### src/rtl/seg_pkg.sv
// Shared types and constants for the seven-segment scan controller.
package seg_pkg;

   localparam int unsigned NUM_DIGITS = 8;
   localparam int unsigned NIB_W      = 4;
   localparam int unsigned SEG_W      = 7;

   // All cathodes off (active-low).
   localparam logic [SEG_W-1:0] SEG_BLANK = 7'h7F;

   // Hex nibble -> {g,f,e,d,c,b,a}, active-low; entry 15 first.
   localparam logic [15:0][SEG_W-1:0] HEX_TABLE = {
      7'h0E, 7'h06, 7'h21, 7'h46,   // F E d C
      7'h03, 7'h08, 7'h10, 7'h00,   // b A 9 8
      7'h78, 7'h02, 7'h12, 7'h19,   // 7 6 5 4
      7'h30, 7'h24, 7'h79, 7'h40    // 3 2 1 0
   };

   typedef enum logic {
      ST_BLANK = 1'b0,
      ST_SCAN  = 1'b1
   } state_t;

   // One full frame of digit data plus decimal points.
   typedef struct packed {
      logic [NUM_DIGITS*NIB_W-1:0] data;
      logic [NUM_DIGITS-1:0]       dp;
   } frame_t;

endpackage

### src/rtl/hex7seg.sv
// Combinational hex nibble to active-low seven-segment decoder.
module hex7seg
   import seg_pkg::*;
(
   input  logic [NIB_W-1:0] nib_i,
   output logic [SEG_W-1:0] seg_o_c
);

   // Table lookup into the shared decode ROM.
   assign seg_o_c = HEX_TABLE[nib_i];

endmodule

### src/rtl/seg_scan_ctrl.sv
// Multiplexed 8-digit seven-segment scan controller with frame-synchronous
// double-buffered display update.
// Optional build macro: SEG_SCAN_BLANK_EN -- blank leading zero digits
// (digit 0 is never blanked, decimal points are still shown).
module seg_scan_ctrl
   import seg_pkg::*;
#(
   parameter int unsigned REFRESH_DIV = 100000,
   parameter int unsigned NUM_DIGITS  = 8
) (
   input  logic                          clk,
   input  logic                          rst,
   input  logic [NIB_W*NUM_DIGITS-1:0]   data_in,
   input  logic [NUM_DIGITS-1:0]         dp_in,
   input  logic [NUM_DIGITS-1:0]         digit_en,
   input  logic                          load,
   output logic                          load_ack,
   output logic                          frame_done,
   output logic [NUM_DIGITS-1:0]         an,
   output logic [SEG_W-1:0]              seg,
   output logic                          dp
);

   localparam int unsigned CNT_W = $clog2(REFRESH_DIV);
   localparam int unsigned IDX_W = $clog2(NUM_DIGITS);
   localparam logic [CNT_W-1:0] CNT_MAX = CNT_W'(REFRESH_DIV - 1);
   localparam logic [IDX_W-1:0] IDX_MAX = IDX_W'(NUM_DIGITS - 1);

   logic [CNT_W-1:0]      cnt_q, cnt_d;
   state_t                state_q, state_d;
   logic [IDX_W-1:0]      idx_q, idx_d;
   frame_t                stg_q, stg_d;
   frame_t                disp_q, disp_d;
   logic                  pend_q, pend_d;
   logic [NUM_DIGITS-1:0] an_q, an_d;
   logic [SEG_W-1:0]      seg_q, seg_d;
   logic                  dp_q, dp_d;
   logic                  load_ack_q;
   logic                  frame_done_q;

   logic                  tick_c;
   logic                  boundary_c;
   logic                  commit_c;
   logic                  lead_blank_c;
   logic [NIB_W-1:0]      nib_c;
   logic [SEG_W-1:0]      seg_dec_c;

   // Prescaler: one tick per digit slot.
   assign tick_c = (cnt_q == CNT_MAX);
   assign cnt_d  = tick_c ? '0 : cnt_q + CNT_W'(1);

   // Frame boundary is the tick that wraps the digit index back to 0.
   assign boundary_c = tick_c && (state_q == ST_SCAN) && (idx_q == IDX_MAX);
   assign commit_c   = boundary_c && pend_q;

   // Next-state logic for the scan FSM and digit index.
   always_comb begin
      state_d = state_q;
      idx_d   = idx_q;
      if (tick_c) begin
         case (state_q)
            ST_BLANK: begin
               state_d = ST_SCAN;
               idx_d   = '0;
            end
            ST_SCAN: begin
               idx_d = (idx_q == IDX_MAX) ? '0 : idx_q + IDX_W'(1);
            end
            default: begin
               state_d = ST_BLANK;
               idx_d   = '0;
            end
         endcase
      end
   end

   // Staging/display double buffer; commit reads old staging before a new load lands.
   always_comb begin
      stg_d  = stg_q;
      disp_d = disp_q;
      pend_d = pend_q;
      if (commit_c) begin
         disp_d = stg_q;
         pend_d = 1'b0;
      end
      if (load) begin
         stg_d.data = data_in;
         stg_d.dp   = dp_in;
         pend_d     = 1'b1;
      end
   end

   // Nibble for the digit currently being driven.
   assign nib_c = disp_q.data[NIB_W*idx_q +: NIB_W];

   hex7seg u_hex7seg (
      .nib_i   (nib_c),
      .seg_o_c (seg_dec_c)
   );

`ifdef SEG_SCAN_BLANK_EN
   logic [IDX_W-1:0] hi_idx_c;

   // Highest digit holding a nonzero nibble (0 when the display is all zeros).
   always_comb begin
      hi_idx_c = '0;
      for (int unsigned k = 0; k < NUM_DIGITS; k++) begin
         if (disp_q.data[NIB_W*k +: NIB_W] != '0) begin
            hi_idx_c = IDX_W'(k);
         end
      end
   end

   assign lead_blank_c = (idx_q > hi_idx_c);
`else
   assign lead_blank_c = 1'b0;
`endif

   // Output drive computed from the current index and display contents.
   always_comb begin
      an_d  = '1;
      seg_d = SEG_BLANK;
      dp_d  = 1'b1;
      if (state_q == ST_SCAN) begin
         if (digit_en[idx_q]) begin
            an_d[idx_q] = 1'b0;
         end
         seg_d = lead_blank_c ? SEG_BLANK : seg_dec_c;
         dp_d  = ~disp_q.dp[idx_q];
      end
   end

   // All state and registered outputs.
   always_ff @(posedge clk) begin
      if (rst) begin
         cnt_q        <= '0;
         state_q      <= ST_BLANK;
         idx_q        <= '0;
         stg_q        <= '0;
         disp_q       <= '0;
         pend_q       <= 1'b0;
         an_q         <= '1;
         seg_q        <= SEG_BLANK;
         dp_q         <= 1'b1;
         load_ack_q   <= 1'b0;
         frame_done_q <= 1'b0;
      end else begin
         cnt_q        <= cnt_d;
         state_q      <= state_d;
         idx_q        <= idx_d;
         stg_q        <= stg_d;
         disp_q       <= disp_d;
         pend_q       <= pend_d;
         an_q         <= an_d;
         seg_q        <= seg_d;
         dp_q         <= dp_d;
         load_ack_q   <= commit_c;
         frame_done_q <= boundary_c;
      end
   end

   assign an         = an_q;
   assign seg        = seg_q;
   assign dp         = dp_q;
   assign load_ack   = load_ack_q;
   assign frame_done = frame_done_q;

endmodule

### config.mk
export PLATFORM = sky130hd
export DESIGN_NAME = seg_scan_ctrl
export DESIGN_NICKNAME = d
export VERILOG_FILES = /design/src/rtl/seg_pkg.sv /design/src/rtl/hex7seg.sv /design/src/rtl/seg_scan_ctrl.sv
export SDC_FILE = /design/constraint.sdc
export NUM_CORES = 1
export LEC_CHECK = 0
export CAP_MARGIN = 20
export CORE_ASPECT_RATIO = 1.5
export CORE_MARGIN = 3
export CORE_UTILIZATION = 54
export CTS_BUF_LIST = sky130_fd_sc_hd__clkbuf_16
export CTS_CLUSTER_SIZE = 8
export DETAILED_ROUTE_END_ITERATION = 6
export PLACE_DENSITY = 0.82
export SLEW_MARGIN = 40
export SYNTH_ARGS = -nofsm -noshare
export SYNTH_HDL_FRONTEND = slang
export SYNTH_SLANG_ARGS = --single-unit
### constraint.sdc
create_clock -name clk -period 2.8 [get_ports clk]
set_clock_uncertainty 0.1 [all_clocks]
set_input_delay 0.84 -clock clk [delete_from_list [all_inputs] [get_ports clk]]
set_output_delay 0.84 -clock clk [all_outputs]
set_load 0.005 [all_outputs]
# --- After elaboration in Yosys (flattened, before gate mapping) ---
# Memory sizes are Yosys's and may differ from the RTL's. A register that Yosys moved wholly into a read port is not among the register bits.
# Cells that the tools add are included.
classes:
  n_addsub: 2
  magnitude_cmp: 2
  n_eq_ne: 2
  shifts: 1
  mux: 10
  bitwise: 4
  n_reduce_logical: 8
ops:
  columns: ["operator", "n"]
  rows:
  - ["indexed part select 32 x 6 -> 4 bit", 1]
  - ["adder 17 x 1 -> 17 bit, second input constant", 1]
  - ["equality test 17 bit, second input constant", 1]
  - ["NOT 8 bit", 1]
  - ["binary-select mux 1 bit (select 3 bit)", 2]
  - ["one-hot mux 3 bit (2 select lines)", 1]
  - ["2-to-1 mux 1 bit", 5]
  - ["logical AND 1 bit", 4]
  - ["less-than comparator 3 x 4 -> 1 bit, second input constant", 1]
  - ["OR reduction 2 bit", 2]
  - ["adder 3 x 1 -> 3 bit, second input constant", 1]
  - ["demux 1 bit (select 3 bit)", 1]
  - ["equality test 3 bit, second input constant", 1]
  - ["greater-or-equal comparator 3 x 1 -> 1 bit, second input constant", 1]
  - ["2-to-1 mux 3 bit", 1]
  - ["NOT 1 bit", 3]
  - ["OR reduction 3 bit", 1]
  - ["nonzero test 2 bit", 1]
word_totals:
  ff_bits: 113
  mem_bits_ro: 112
  inputBits: 51
  word_cells: 42
  n_memories: 1
mem_list:
  columns: ["name", "words", "word_bits", "read_ports", "rd_ports_with_merged_regs", "wr", "line", "text"]
  rows:
  - ["(name not given)", 16, 7, 1, 1, 0, "hex7seg.sv:10", "assign seg_o_c = HEX_TABLE[nib_i];"]

# --- Longest topological paths before layout ---
depth:
  word_depth: 6
  mapped_depth: 11

# --- By module ---
# From an unflattened synthesis, not the netlist that was laid out.
unflattened:
  cells_unflattened: 552
  hier_area_um2: 5131.2
modules_own_cells:
  columns: ["mod", "instances", "cells_each", "area_each_um2", "seq_area_each_um2"]
  rows:
  - ["seg_scan_ctrl", 1, 517, 4883.4, 2402.3]
  - ["hex7seg", 1, 35, 247.7, 0.0]

# --- Worst setup path after synthesis ---
# OpenSTA, ideal clock, no wires.
synth_timing:
  path_type: "register -> register"
  startpoint: "reg idx_q[0]"
  endpoint: "reg seg_q[5], in the netlist seg[5]"
  setup_ns: 0.120
  arrival_ns: 2.200
  t_required_ns: 2.580
  slack_ns: 0.380
  path_stages_with_launch: 11
  path_buffers: 2
  cell_sequence: "dfxtp_1 buf_6 buf_6 mux2i_1 a211oi_1 nor3_1 inv_1 ha_1 and3_1 o21bai_1 a211o_1"
synth_between:
  elab_chain_len: 1
synth_lines:
  columns: ["item", "line", "text"]
  rows:
  - ["start: declaration", "seg_scan_ctrl.sv:31", "logic [IDX_W-1:0] idx_q, idx_d;"]
  - ["start signal: assignment", "seg_scan_ctrl.sv:150", "idx_q <= idx_d;"]
  - ["indexed part select 32 x 6 -> 4 bit", "seg_scan_ctrl.sv:94", "assign nib_c = disp_q.data[NIB_W*idx_q +: NIB_W];"]
  - ["end: declaration", "seg_scan_ctrl.sv:36", "logic [SEG_W-1:0] seg_q, seg_d;"]
# No other way between the ends.
# A chain may end at the register's enable or synchronous reset.

# --- Final worst setup path ---
# Ends and elaborated chain as after synthesis.

==> impl_metrics.py <==
metrics = {
    "run_status": {
        "status": "finished, final reports clean",
    },
    "worst_setup_path": {
        "rrSetupSlack_ns": 0.27,
        "worstPathRequired_ns": 3.00,
        "cp-startpoint": "idx_q[0]",
        "startpoint_type": "register",
        "critPathKind": "register to register",
        "arrival_ns": 2.73,
        "crit-reg2reg-launch": "idx_q[0]",
        "reg2regPathDepth": 9,
        "end_kind": "register",
        "worstPathMaxFanout": 6,
        "r2r-end": "seg[5]",
    },
    "min_path": {
        "hp-class": "register to register",
        "worstHoldStart": "disp_q[21]",
        "min_path_cells": 2,
        "hold_end": "disp_q[21]",
    },
    "timing": {
        "clock.fmax_mhz": 396,
        "hold_viol": 0,
        "drv_slew": 0,
        "relSlewSlack_pct": 48.0,
        "whs_ns": 0.347,
        "tightest_slew_ns": 0.780,
        "setup_tns_ns": 0,
        "fin_crit_sh_pct": 90.2,
        "rsz0062_at_grt": "no",
        "setup_viol": 0,
        "min_period_ns": 2.53,
    },
    "clocking": {
        "cts_tree": "yes",
        "cts_hold_buf": 0,
        "post-cts-setup-buffers": 0,
        "clock_latency_ns": 0.41,
        "cts_root_buf": "clkbuf_16",
        "cts_resized": 0,
        "clk_pin_slew_ns": 0.05,
        "htreeDepth": 4,
        "cts.sink_count": 120,
        "cts_buffer_depth": 2,
        "cts_buffers": 17,
    },
    "synth": {
        "yosysTopAreaCellShare_pct": 47.8,
        "yosysSeqAreaShare_pct": 47.8,
        "synth_edf_count": 0,
        "synth_ff_type": "dfxtp_1",
        "synthMuxAreaShare_pct": 12.0,
        "syn_area_mm2": 0.00502,
        "synth_top_area_cell": "dfxtp_1",
        "synthAdderAreaFrac_pct": 2.24,
        "yosysMostFrequentCell": "dfxtp_1",
        "netlist_top_cells_count": "dfxtp_1 (120), nand2_1 (101), nor2_1 (72)",
        "ys_types": 60,
        "synth-compound-area-share_pct": 10.9,
        "ys_seq_elements": 120,
        "yosys.area_share.simple_pct": 20.2,
        "async_flop_share_pct": 0,
        "syn-num-nets": 614,
        "synth_top_family_by_area": "simple AND/OR/NAND/NOR gates",
        "yosysWarnings": 0,
        "synthTopCellsByArea": "dfxtp_1 (48%), mux2i_1 (10%), nand2_1 (7.6%), nor2_1 (5.4%), a21oi_1 (5.3%)",
        "syn_inst": 554,
        "synth_xor_area_share_pct": 2.44,
        "syn-mean-instance-area_um2": 9.06,
    },
    "final_layout": {
        "seqCellArea_mm2": 0.00240,
        "layout-area-overhead-vs-synth_pct": 26.5,
        "antenna_cells": 0,
        "multi_input_area_mm2": 0.00241,
        "final_net_count": 678,
        "fillers": 694,
        "drive_gt1_share_pct": 9.51,
    },
    "die": {
        "die_w_um": 84.7,
        "start_util_pct": 56.2,
        "core.rowCount": 42,
        "die-height_um": 124,
        "num_io_pins": 69,
        "core-area_mm2": 0.00893,
        "dieArea_mm2": 0.0105,
    },
    "flow_run": {
        "drv_cap": 0,
    },
    "placed_design": {
        "port_buffers": 68,
        "dpl.hpwl_mm": 7.19,
        "place_congestion": 0.786,
    },
    "routing": {
        "drc": 0,
        "drt_iter0_drc": 205,
        "drt_pre_antenna_iters": 4,
        "vias": 4068,
        "ant_nets": 0,
        "finalWirelength_mm": 10.7,
        "avgRoutedWirePerCell_um": 14.4,
        "vias_per_cell": 5.49,
    },
    "grt": {
        "grt.total_usage_pct": 21.2,
        "grt.overflow.total": 0,
        "grt_pass1_vias": 4016,
        "grt_max_degree": 82,
        "grt_antenna_before_repair": 0,
        "grt_pass1_wl_mm": 17.8,
    },
    "power_and_ir_drop": {
        "ir_drop_mv": 0.495,
        "p_leak_nw": 2.44,
        "power.density_mw_per_mm2": 648,
    },
}
per-layer routing:
metal,vias up,track usage (%),part of all wire (%)
met3,28,4.90,4.2
met4,0,11.1,2.3
met2,99,38.9,54
met5,-,0,0
li1,2019,-,-
met1,1922,22.6,40
layout by cell type, fill, tap and decap left out, types with 3 or more instances in the layout:
master,n
dfxtp_1,120
nand2_1,101
nor2_1,71
clkdlybuf4s50_1,66
a21oi_1,53
mux2i_1,51
clkbuf_16,17
inv_1,10
buf_4,10
nand3_1,9
ha_1,9
xor2_1,8
nor2b_1,7
xnor2_1,6
o21ai_0,5
nand4_1,5
clkinv_1,5
nor3_1,4
bufinv_16,4
clkinv_2,4
a211oi_1,3
a221o_1,3
mux2_2,3
and3_1,3
o211ai_1,3
worst max path at each step:
stage,to,cells past startpoint
detailed placement,seg[5],9
global placement,seg[5],9
floorplan,seg[5],10
finish,seg[5],9
global route,seg[5],9
CTS,seg[5],9
final cells by class:
class                           instances  share of cell area (%)
Inverter                                8                   0.473
Multi-Input combinational cell        391                    37.9
Clock inverter                         15                    2.62
Timing Repair Buffer                   80                    12.4
Tap cell                              110                    2.17
Sequential cell                       120                    37.8
Clock buffer                           17                    6.70
flip-flops by register name (all words and copies together), names as in the netlist:
register / flops
dp: 1
frame_done: 1
an: 8
load_ack: 1
disp_q: 40
pend_q: 1
state_q: 1
idx_q: 3
stg_q: 40
cnt_q: 17
seg: 7
power by group:
part           total (mW)  leakage, nW  switching, mW  internal (mW)
logic               0.174         1.16         0.0716          0.103
clock network        2.17        0.300          0.715           1.45
registers            1.77        0.976         0.0231           1.75
through the flow:
stage | utilization, % | instances | setup slack [ns] | instance area (um2) | power (mW)
floorplan | - | 554 | 0.380 | 5020 | 1.89
global placement | 64.5 | 709 | 0.307 | 5760 | 1.98
detailed placement | 64.5 | 709 | 0.319 | 5760 | 1.98
CTS | 71.1 | 741 | 0.283 | 6350 | 4.13
global route | 71.1 | 741 | 0.155 | 6350 | 4.24
finish | 71.1 | 741 | 0.273 | 6350 | 4.12
critical path, stage by stage (launching register included):
cell and delay [ns]:
dfxtp_1 0.40, buf_4 0.20, mux2i_1 0.24, o21ai_0 0.14, nor3_1 0.29, inv_1 0.17, ha_1 0.24, and3_1 0.17
o21bai_1 0.18, a211o_1 0.29
kinds of logic after synthesis:
logic type | Yosys count
multiplexers | 57
adder cells (fa/ha/maj) | 9
AO/OA/AOI/OAI | 86
AND/OR/NAND/NOR | 225
flip-flops | 120
buffers and inverters | 43
XOR/XNOR | 14
Power figures use the tool's default switching activity.
